<file path="src/rtl/sipo_latch_receiver_pkg.sv">
// Shared definitions for the SIPO latch receiver and its PISO transmitter peer:
// default word length, bit-order selectors and a ceil(log2) helper.
package sipo_latch_receiver_pkg;

    localparam int DEFAULT_WIDTH = 8;

    // Bit-order selectors; the PISO transmitter shifts its top bit out first.
    localparam bit ORDER_MSB_FIRST = 1'b1;
    localparam bit ORDER_LSB_FIRST = 1'b0;

    // Number of bits needed to encode values 0..value-1 (minimum 1).
    function automatic int clog2(input int value);
        int result;
        result = 0;
        while ((1 << result) < value) begin
            result = result + 1;
        end
        if (result == 0) begin
            result = 1;
        end
        return result;
    endfunction

endpackage

</file>
<file path="src/rtl/sipo_latch_receiver_if.sv">
// Serial input, word output handshake and status bundle of the SIPO receiver.
// The master side feeds serial data and consumes words; the slave is the receiver.
interface sipo_latch_receiver_if
    import sipo_latch_receiver_pkg::*;
#(
    parameter int WIDTH = DEFAULT_WIDTH
);
    localparam int CNT_W = clog2(WIDTH + 1);

    logic             ds;
    logic             ce;
    logic             sync;
    logic [WIDTH-1:0] p_out;
    logic             out_valid;
    logic             out_ready;
    logic             overrun;
    logic             clr_ovr;
    logic             qs;
    logic [CNT_W-1:0] bit_cnt;

    modport master (
        output ds, ce, sync, out_ready, clr_ovr,
        input  p_out, out_valid, overrun, qs, bit_cnt
    );

    modport slave (
        input  ds, ce, sync, out_ready, clr_ovr,
        output p_out, out_valid, overrun, qs, bit_cnt
    );

endinterface

</file>
<file path="src/rtl/sipo_latch_receiver_shift_reg.sv">
// WIDTH-bit serial-in shift register with enable and selectable bit order.
// Exposes the current contents, the contents after the pending shift and the
// last stage (cascade output).
module sipo_shift_reg
    import sipo_latch_receiver_pkg::*;
#(
    parameter int WIDTH     = DEFAULT_WIDTH,
    parameter bit MSB_FIRST = ORDER_MSB_FIRST
) (
    input  logic             clk,
    input  logic             srst,
    input  logic             ce,
    input  logic             ds,
    output logic [WIDTH-1:0] sr,
    output logic [WIDTH-1:0] sr_shifted,
    output logic             qs
);

    logic [WIDTH-1:0] sr_reg;
    logic [WIDTH-1:0] sr_next;

    // Per-stage next value: new bit enters at one end, everything moves one
    // place toward the cascade stage at the other end.
    for (genvar gi = 0; gi < WIDTH; gi++) begin : g_stage
        if (MSB_FIRST) begin : g_msb
            if (gi == 0) begin : g_in
                assign sr_next[gi] = ds;
            end else begin : g_mid
                assign sr_next[gi] = sr_reg[gi-1];
            end
        end else begin : g_lsb
            if (gi == WIDTH - 1) begin : g_in
                assign sr_next[gi] = ds;
            end else begin : g_mid
                assign sr_next[gi] = sr_reg[gi+1];
            end
        end
    end

    if (MSB_FIRST) begin : g_qs_msb
        assign qs = sr_reg[WIDTH-1];
    end else begin : g_qs_lsb
        assign qs = sr_reg[0];
    end

    assign sr         = sr_reg;
    assign sr_shifted = sr_next;

    // Shift on enabled clocks; reset clears every stage.
    always_ff @(posedge clk) begin
        if (srst) begin
            sr_reg <= '0;
        end else if (ce) begin
            sr_reg <= sr_next;
        end
    end

endmodule

</file>
<file path="src/rtl/sipo_latch_receiver.sv">
// Serial-in/parallel-out receiver: counts enabled bits, moves each complete
// word into a holding register offered on a valid/ready handshake, and flags
// words lost because the consumer had not taken the previous one.
module sipo_latch_receiver
    import sipo_latch_receiver_pkg::*;
#(
    parameter int WIDTH     = DEFAULT_WIDTH,
    parameter bit MSB_FIRST = ORDER_MSB_FIRST
) (
    input  logic                  cp,
    input  logic                  mr,
    sipo_latch_receiver_if.slave  bus
);

    localparam int               CNT_W    = clog2(WIDTH + 1);
    localparam logic [CNT_W-1:0] LAST_BIT = CNT_W'(WIDTH - 1);
    localparam logic [CNT_W-1:0] ONE      = CNT_W'(1);

    logic [WIDTH-1:0] sr_now;
    logic [WIDTH-1:0] word;
    logic             qs_wire;

    logic [CNT_W-1:0] cnt_reg,   cnt_next;
    logic [WIDTH-1:0] p_out_reg, p_out_next;
    logic             valid_reg, valid_next;
    logic             ovr_reg,   ovr_next;

    logic word_done;
    logic load_word;
    logic drop_word;
    logic accept;

    sipo_shift_reg #(
        .WIDTH     (WIDTH),
        .MSB_FIRST (MSB_FIRST)
    ) u_shift (
        .clk        (cp),
        .srst       (mr),
        .ce         (bus.ce),
        .ds         (bus.ds),
        .sr         (sr_now),
        .sr_shifted (word),
        .qs         (qs_wire)
    );

    // A word completes on the enabled edge that samples its last bit; a sync
    // edge always starts a new word instead, so it never completes one.
    assign word_done = bus.ce && !bus.sync && (cnt_reg == LAST_BIT);
    assign accept    = valid_reg && bus.out_ready;
    assign load_word = word_done && (!valid_reg || bus.out_ready);
    assign drop_word = word_done && valid_reg && !bus.out_ready;

    // Bit counter, holding register, handshake and sticky overrun next-state.
    always_comb begin
        cnt_next   = cnt_reg;
        p_out_next = p_out_reg;
        valid_next = valid_reg;
        ovr_next   = ovr_reg;

        if (bus.sync) begin
            cnt_next = bus.ce ? ONE : '0;
        end else if (bus.ce) begin
            cnt_next = word_done ? '0 : cnt_reg + ONE;
        end

        if (load_word) begin
            p_out_next = word;
            valid_next = 1'b1;
        end else if (accept) begin
            valid_next = 1'b0;
        end

        if (drop_word) begin
            ovr_next = 1'b1;
        end else if (bus.clr_ovr) begin
            ovr_next = 1'b0;
        end
    end

    // State registers; master reset discards partial and pending words.
    always_ff @(posedge cp) begin
        if (mr) begin
            cnt_reg   <= '0;
            p_out_reg <= '0;
            valid_reg <= 1'b0;
            ovr_reg   <= 1'b0;
        end else begin
            cnt_reg   <= cnt_next;
            p_out_reg <= p_out_next;
            valid_reg <= valid_next;
            ovr_reg   <= ovr_next;
        end
    end

    assign bus.p_out     = p_out_reg;
    assign bus.out_valid = valid_reg;
    assign bus.overrun   = ovr_reg;
    assign bus.bit_cnt   = cnt_reg;
    assign bus.qs        = qs_wire;

    // Parallel contents are only needed through the shifted word and qs.
    logic unused_sr;
    assign unused_sr = ^sr_now;

endmodule

</file>
<file path="src/flat_wrapper.sv">
// flat-port wrapper written by rule: the top's interface ports become plain ports
module sipo_latch_receiver_flat import sipo_latch_receiver_pkg::*;
#(
    parameter int WIDTH     = DEFAULT_WIDTH,
    parameter bit MSB_FIRST = ORDER_MSB_FIRST
)
  (cp, mr, bus_ds, bus_ce, bus_sync, bus_out_ready, bus_clr_ovr, bus_p_out, bus_out_valid, bus_overrun, bus_qs, bus_bit_cnt);
  sipo_latch_receiver_if #(.WIDTH(WIDTH)) bus_i ();
  input  logic cp;
  input  logic mr;
  input wire logic [$bits(bus_i.ds)-1:0] bus_ds;
  input wire logic [$bits(bus_i.ce)-1:0] bus_ce;
  input wire logic [$bits(bus_i.sync)-1:0] bus_sync;
  input wire logic [$bits(bus_i.out_ready)-1:0] bus_out_ready;
  input wire logic [$bits(bus_i.clr_ovr)-1:0] bus_clr_ovr;
  output wire logic [$bits(bus_i.p_out)-1:0] bus_p_out;
  output wire logic [$bits(bus_i.out_valid)-1:0] bus_out_valid;
  output wire logic [$bits(bus_i.overrun)-1:0] bus_overrun;
  output wire logic [$bits(bus_i.qs)-1:0] bus_qs;
  output wire logic [$bits(bus_i.bit_cnt)-1:0] bus_bit_cnt;
  assign bus_i.ds = bus_ds;
  assign bus_i.ce = bus_ce;
  assign bus_i.sync = bus_sync;
  assign bus_i.out_ready = bus_out_ready;
  assign bus_i.clr_ovr = bus_clr_ovr;
  assign bus_p_out = bus_i.p_out;
  assign bus_out_valid = bus_i.out_valid;
  assign bus_overrun = bus_i.overrun;
  assign bus_qs = bus_i.qs;
  assign bus_bit_cnt = bus_i.bit_cnt;
  sipo_latch_receiver #(.WIDTH(WIDTH), .MSB_FIRST(MSB_FIRST)) u_core (.cp(cp), .mr(mr), .bus(bus_i));
endmodule
</file>
<file path="config.mk">
export PLATFORM = sky130hd
export DESIGN_NAME = sipo_latch_receiver_flat
export DESIGN_NICKNAME = d
export VERILOG_FILES = /design/src/rtl/sipo_latch_receiver_pkg.sv /design/src/rtl/sipo_latch_receiver_if.sv /design/src/rtl/sipo_latch_receiver_shift_reg.sv /design/src/rtl/sipo_latch_receiver.sv /design/src/flat_wrapper.sv
export SDC_FILE = /design/constraint.sdc
export NUM_CORES = 1
export LEC_CHECK = 0
export CORE_ASPECT_RATIO = 1.5
export CORE_MARGIN = 2
export CORE_UTILIZATION = 48
export CTS_CLUSTER_DIAMETER = 30
export CTS_CLUSTER_SIZE = 10
export DETAILED_ROUTE_END_ITERATION = 10
export PLACE_DENSITY = 0.77
export SYNTH_ARGS = -nofsm -noshare
export SYNTH_HDL_FRONTEND = slang
export SYNTH_HIERARCHICAL = 1
export SYNTH_SLANG_ARGS = --single-unit
</file>
<file path="constraint.sdc">
create_clock -name cp -period 1.65 [get_ports cp]
set_clock_uncertainty 0.05 [all_clocks]
set_input_delay 0.165 -clock cp [delete_from_list [all_inputs] [get_ports cp]]
set_output_delay 0.165 -clock cp [all_outputs]
set_load 0.005 [all_outputs]
</file>
# Word level (Yosys, flattened, before mapping)
# Cells that the tools add are included.
dict set report op_classes {
  n_mux 8
  n_reduce_logical 13
  eq_ne 1
  addsub 1
}
# cell count
set ops {}
lappend ops {{two-way mux 4 bit} 3}
lappend ops {{logical AND 1 bit} 6}
lappend ops {{nonzero test 2 bit} 3}
lappend ops {{two-way mux 1 bit} 5}
lappend ops {{adder 4 x 1 -> 4 bit, second input constant} 1}
lappend ops {{== test 4 x 3 -> 1 bit, second input constant} 1}
lappend ops {{logical NOT 1 bit} 3}
lappend ops {{logical OR 1 bit} 1}
dict set report word_totals {
  reg_bits 22
  elab_cells 28
  output_inout_bits 15
}

# Depth between registers and ports, before layout
dict set report logic_depth {
  depth_word 6
  ltp_mapped 5
}

# Cells and area by module
# Netlist, hierarchy kept.
# mod cells_per_inst area_each_um2 instances
set modules_own_cells {}
lappend modules_own_cells {sipo_latch_receiver 63 640.6 1}
lappend modules_own_cells {sipo_shift_reg 35 352.8 1}

# Worst setup path after synthesis
# OpenSTA, ideal clock, no wires.
dict set report synth_timing {
  path_type {register -> register}
  startpoint {reg u_core.cnt_reg[1], in the netlist u_core/bus.bit_cnt[1]}
  endpoint {reg u_core.p_out_reg[0], in the netlist u_core/bus.p_out[0]}
  arrival_time_ns 1.435
  n_path_buf 1
  setup_ns 0.072
  period_less_slack_ns 1.556
  path_stages_with_launch 6
  setup_slack_ns 0.094
  path_cell_list {dfxtp_1 ha_1 or3b_4 nor3b_2 buf_6 mux2i_1}
}
dict set report synth_via {
  elab_chain_cells 3
}
# item line_no
set synth_rtl {}
lappend synth_rtl {{start, declared} sipo_latch_receiver.sv:23} ;# logic [CNT_W-1:0] cnt_reg, cnt_next;
lappend synth_rtl {{start signal, assigned} sipo_latch_receiver.sv:88} ;# cnt_reg <= cnt_next;
lappend synth_rtl {{== test 4 x 3 -> 1 bit} sipo_latch_receiver.sv:48} ;# assign word_done = bus.ce && !bus.sync && (cnt_reg == LAST_BIT);
lappend synth_rtl {{logical AND 1 bit} sipo_latch_receiver.sv:48}
lappend synth_rtl {{logical AND 1 bit} sipo_latch_receiver.sv:50} ;# assign load_word = word_done && (!valid_reg || bus.out_ready);
lappend synth_rtl {{end signal, assigned} sipo_latch_receiver.sv:89} ;# p_out_reg <= p_out_next;
lappend synth_rtl {{end, declared} sipo_latch_receiver.sv:24} ;# logic [WIDTH-1:0] p_out_reg, p_out_next;
# No other way between the ends.
# A chain may end at the register's enable or synchronous reset.

# Worst setup path in the final report
dict set report layout_timing {
  startpoint {reg u_core.cnt_reg[0], in the netlist u_core/bus.bit_cnt[0]}
  endpoint {reg u_core.p_out_reg[7], in the netlist u_core/bus.p_out[7]}
}
# The elaborated chain is that of the path after synthesis.

==> results.md <==
* Fin cells at 137
* Final Max Tran Viols at 0
* Int Power at ~0.00083 W
* Area growth from synthesis to layout at 26.4%
* Filler cells at 184
* Die Width at 41.0 um
* Grt total ovfl at 0
* Fin area at about 1200 sq um
* Area of the multi-input gates at between 400 and 500 sq um
* DR WL met2 at 819 um
* Maxcap violations at 0
* Critical path required time at 1.84 ns
* CTS max path bufs at 2
* Sequential Power Share at 0.529
* RSZ-0062 raised after global routing: false
* Tcrit/Tclk final at 0.953
* Total CTS buffers at 3
* Commonest cells after routing, fill and taps aside: clkdlybuf4s50_1 (21), dfxtp_1 (20), nand2b_1 (17), mux2i_1 (17), nor2_1 (9)
* F_max at 636 MHz
* Final wirelength at 1670 um
* Cell Pwr Density at 822 nW/um^2
* Avg Cell Area, Syn at 10.2 sq um
* Initial antenna violation count at 0
* Pin count of the biggest net entering global routing at 31
* WS Path Type: flip-flop to flip-flop
* Die ar. at 2440 sq um
* Post-Syn Nets at 105
* CTS tree: done
* WP data arrival at approximately 1.8 ns
* Crit path max fanout at 8
* Sw Ratio at 0.194
* Number of vias per cell at 4.86
* Kind of end point of the critical path: flip-flop
* Row count at 20
* Die Span Y at 59.5 um
* DRT iter0 DRCs at 14
* Worst-Skew Late Latency at 0.31 ns
* Nets@finish at approximately 120
* # port buffers at 21
* Peak supply drop at 570 uV
* Worst Hold Class: input pin to flip-flop
* Comb pwr share at 0.070
* Initial Util at 0.499
* CP Launch Type: flip-flop
* Vias in the first global route at 626
* CTS Hold Buffers Added at 0
* # setup viols final at 0
* Global-route usage over all layers at 0.165
* Clock Sinks at 22
* Register area at 443 sq um
* Critical Path, Cell by Cell: ha_4 -> or3b_4 -> nor3b_2 -> buf_6 -> mux2i_1
* Worst-path clk slew at 0.12 ns
* Switching Power at between 0.00015 and 0.0002 W
* Crit-path max cell delay at 0.39 ns
* Outcome: finished clean
* First-pass GRT wire length at 2740 um
* Routed via count at 666
* Leakage at approximately 0.45 nW
* Post-DP HPWL at 1220 um
* Most common cell after layout, fill and taps aside: clkdlybuf4s50_1
* Met3 wire length at 67 um
* Gate Count Post-Synth at 97
* Rel. slew slack at 0.827
* GP Congestion at 0.661
* Clock power frac at 0.400
* Ys Warns at 6
* Post-Place Cells at 133
* # IOs at 22
* Worst slew pin tran at 0.259 ns
* Mapped Area at between 900 and 1000 sq um
* Post-route DRC at 0
* Setup tns final at 0 ns
* H-tree depth at 1
* Wire per inst at 12.2 um
* CORE AREA at 1980 sq um
* Final Hold Viols at 0
* Ant diodes at 0
* DRT antenna net count at 0
* Area after DPL at 1170 sq um
* Drt first pass iters at 4
* CTS root buf: clkbuf_4
* Worst-path cell with the longest stage delay: or3b_4
* Met1 Routed Length at 752 um
* Tmin final at 1.57 ns
* Share of layout cells above drive strength 1 at 0.157
* Max layer used: met4
## final timing paths
| check | start | endpoint | slack (ns) | cells after the start |
|---|---|---|---|---|
| max | u_core/bus.bit_cnt[0] | u_core/bus.p_out[7] | 0.08 | 5 |
| min | bus_ds | u_core/bus.p_out[0] | 0.40 | 3 |
| max reg2reg | u_core/bus.bit_cnt[0] | u_core/bus.p_out[7] | 0.08 | 5 |
| min reg2reg | u_core/bus.p_out[5] | u_core/bus.p_out[5] | 0.43 | 2 |
## cell type report
class	instances	area share
Multi-Input combinational cell	62	0.372
Sequential cell	22	0.355
Timing Repair Buffer	27	0.208
Clock inverter	1	0.0241
Tap cell	22	0.0221
Clock buffer	3	0.0181
## repair_timing
item / CTS / global route
buffers inserted: 0 / 0
resized for setup: 4 / 1
pin swaps: 0 / 1
setup endpoints to repair: 8 / 5
hold endpoints to repair: 0 / 0
## through the flow
stage	power (W)	worst slack, ns	util	hold slack, ns
final	0.00102	0.0773	0.630	0.403
after global routing	0.00106	0.00364	0.630	0.422
after CTS	0.00103	0.00292	0.625	0.406
after detailed placement	0.000624	-0.0479	0.594	0.414
after global placement	0.000622	-0.0156	0.594	0.411
after floorplan	0.000594	0.0937	-	0.193
## critical path: cells and delay by family, from the launching register on
kind | cells | cell delay [ns]
buf+inv | 1 | 0.17
flops | 1 | 0.37
simple gates | 2 | 0.57
mux | 1 | 0.20
fa+ha+maj | 1 | 0.15
## power by group through the flow
stage / Clock [W] / Combinational (W) / Sequential [W]
finish: 0.000410 / 0.0000720 / 0.000543
floorplan: 0 / 0.0000411 / 0.000553
CTS: 0.000419 / 0.0000717 / 0.000542
global placement: 0 / 0.0000697 / 0.000553
global route: 0.000438 / 0.0000782 / 0.000544
detailed placement: 0 / 0.0000714 / 0.000553
## per-layer routing
metal / vias to the layer above / global-route usage
met1: 296 / 0.200
met4: 0 / 0.100
met5: - / 0
met3: 4 / 0.0226
li1: 349 / -
met2: 17 / 0.261
No activity file was read; power rests on OpenSTA's default activity.
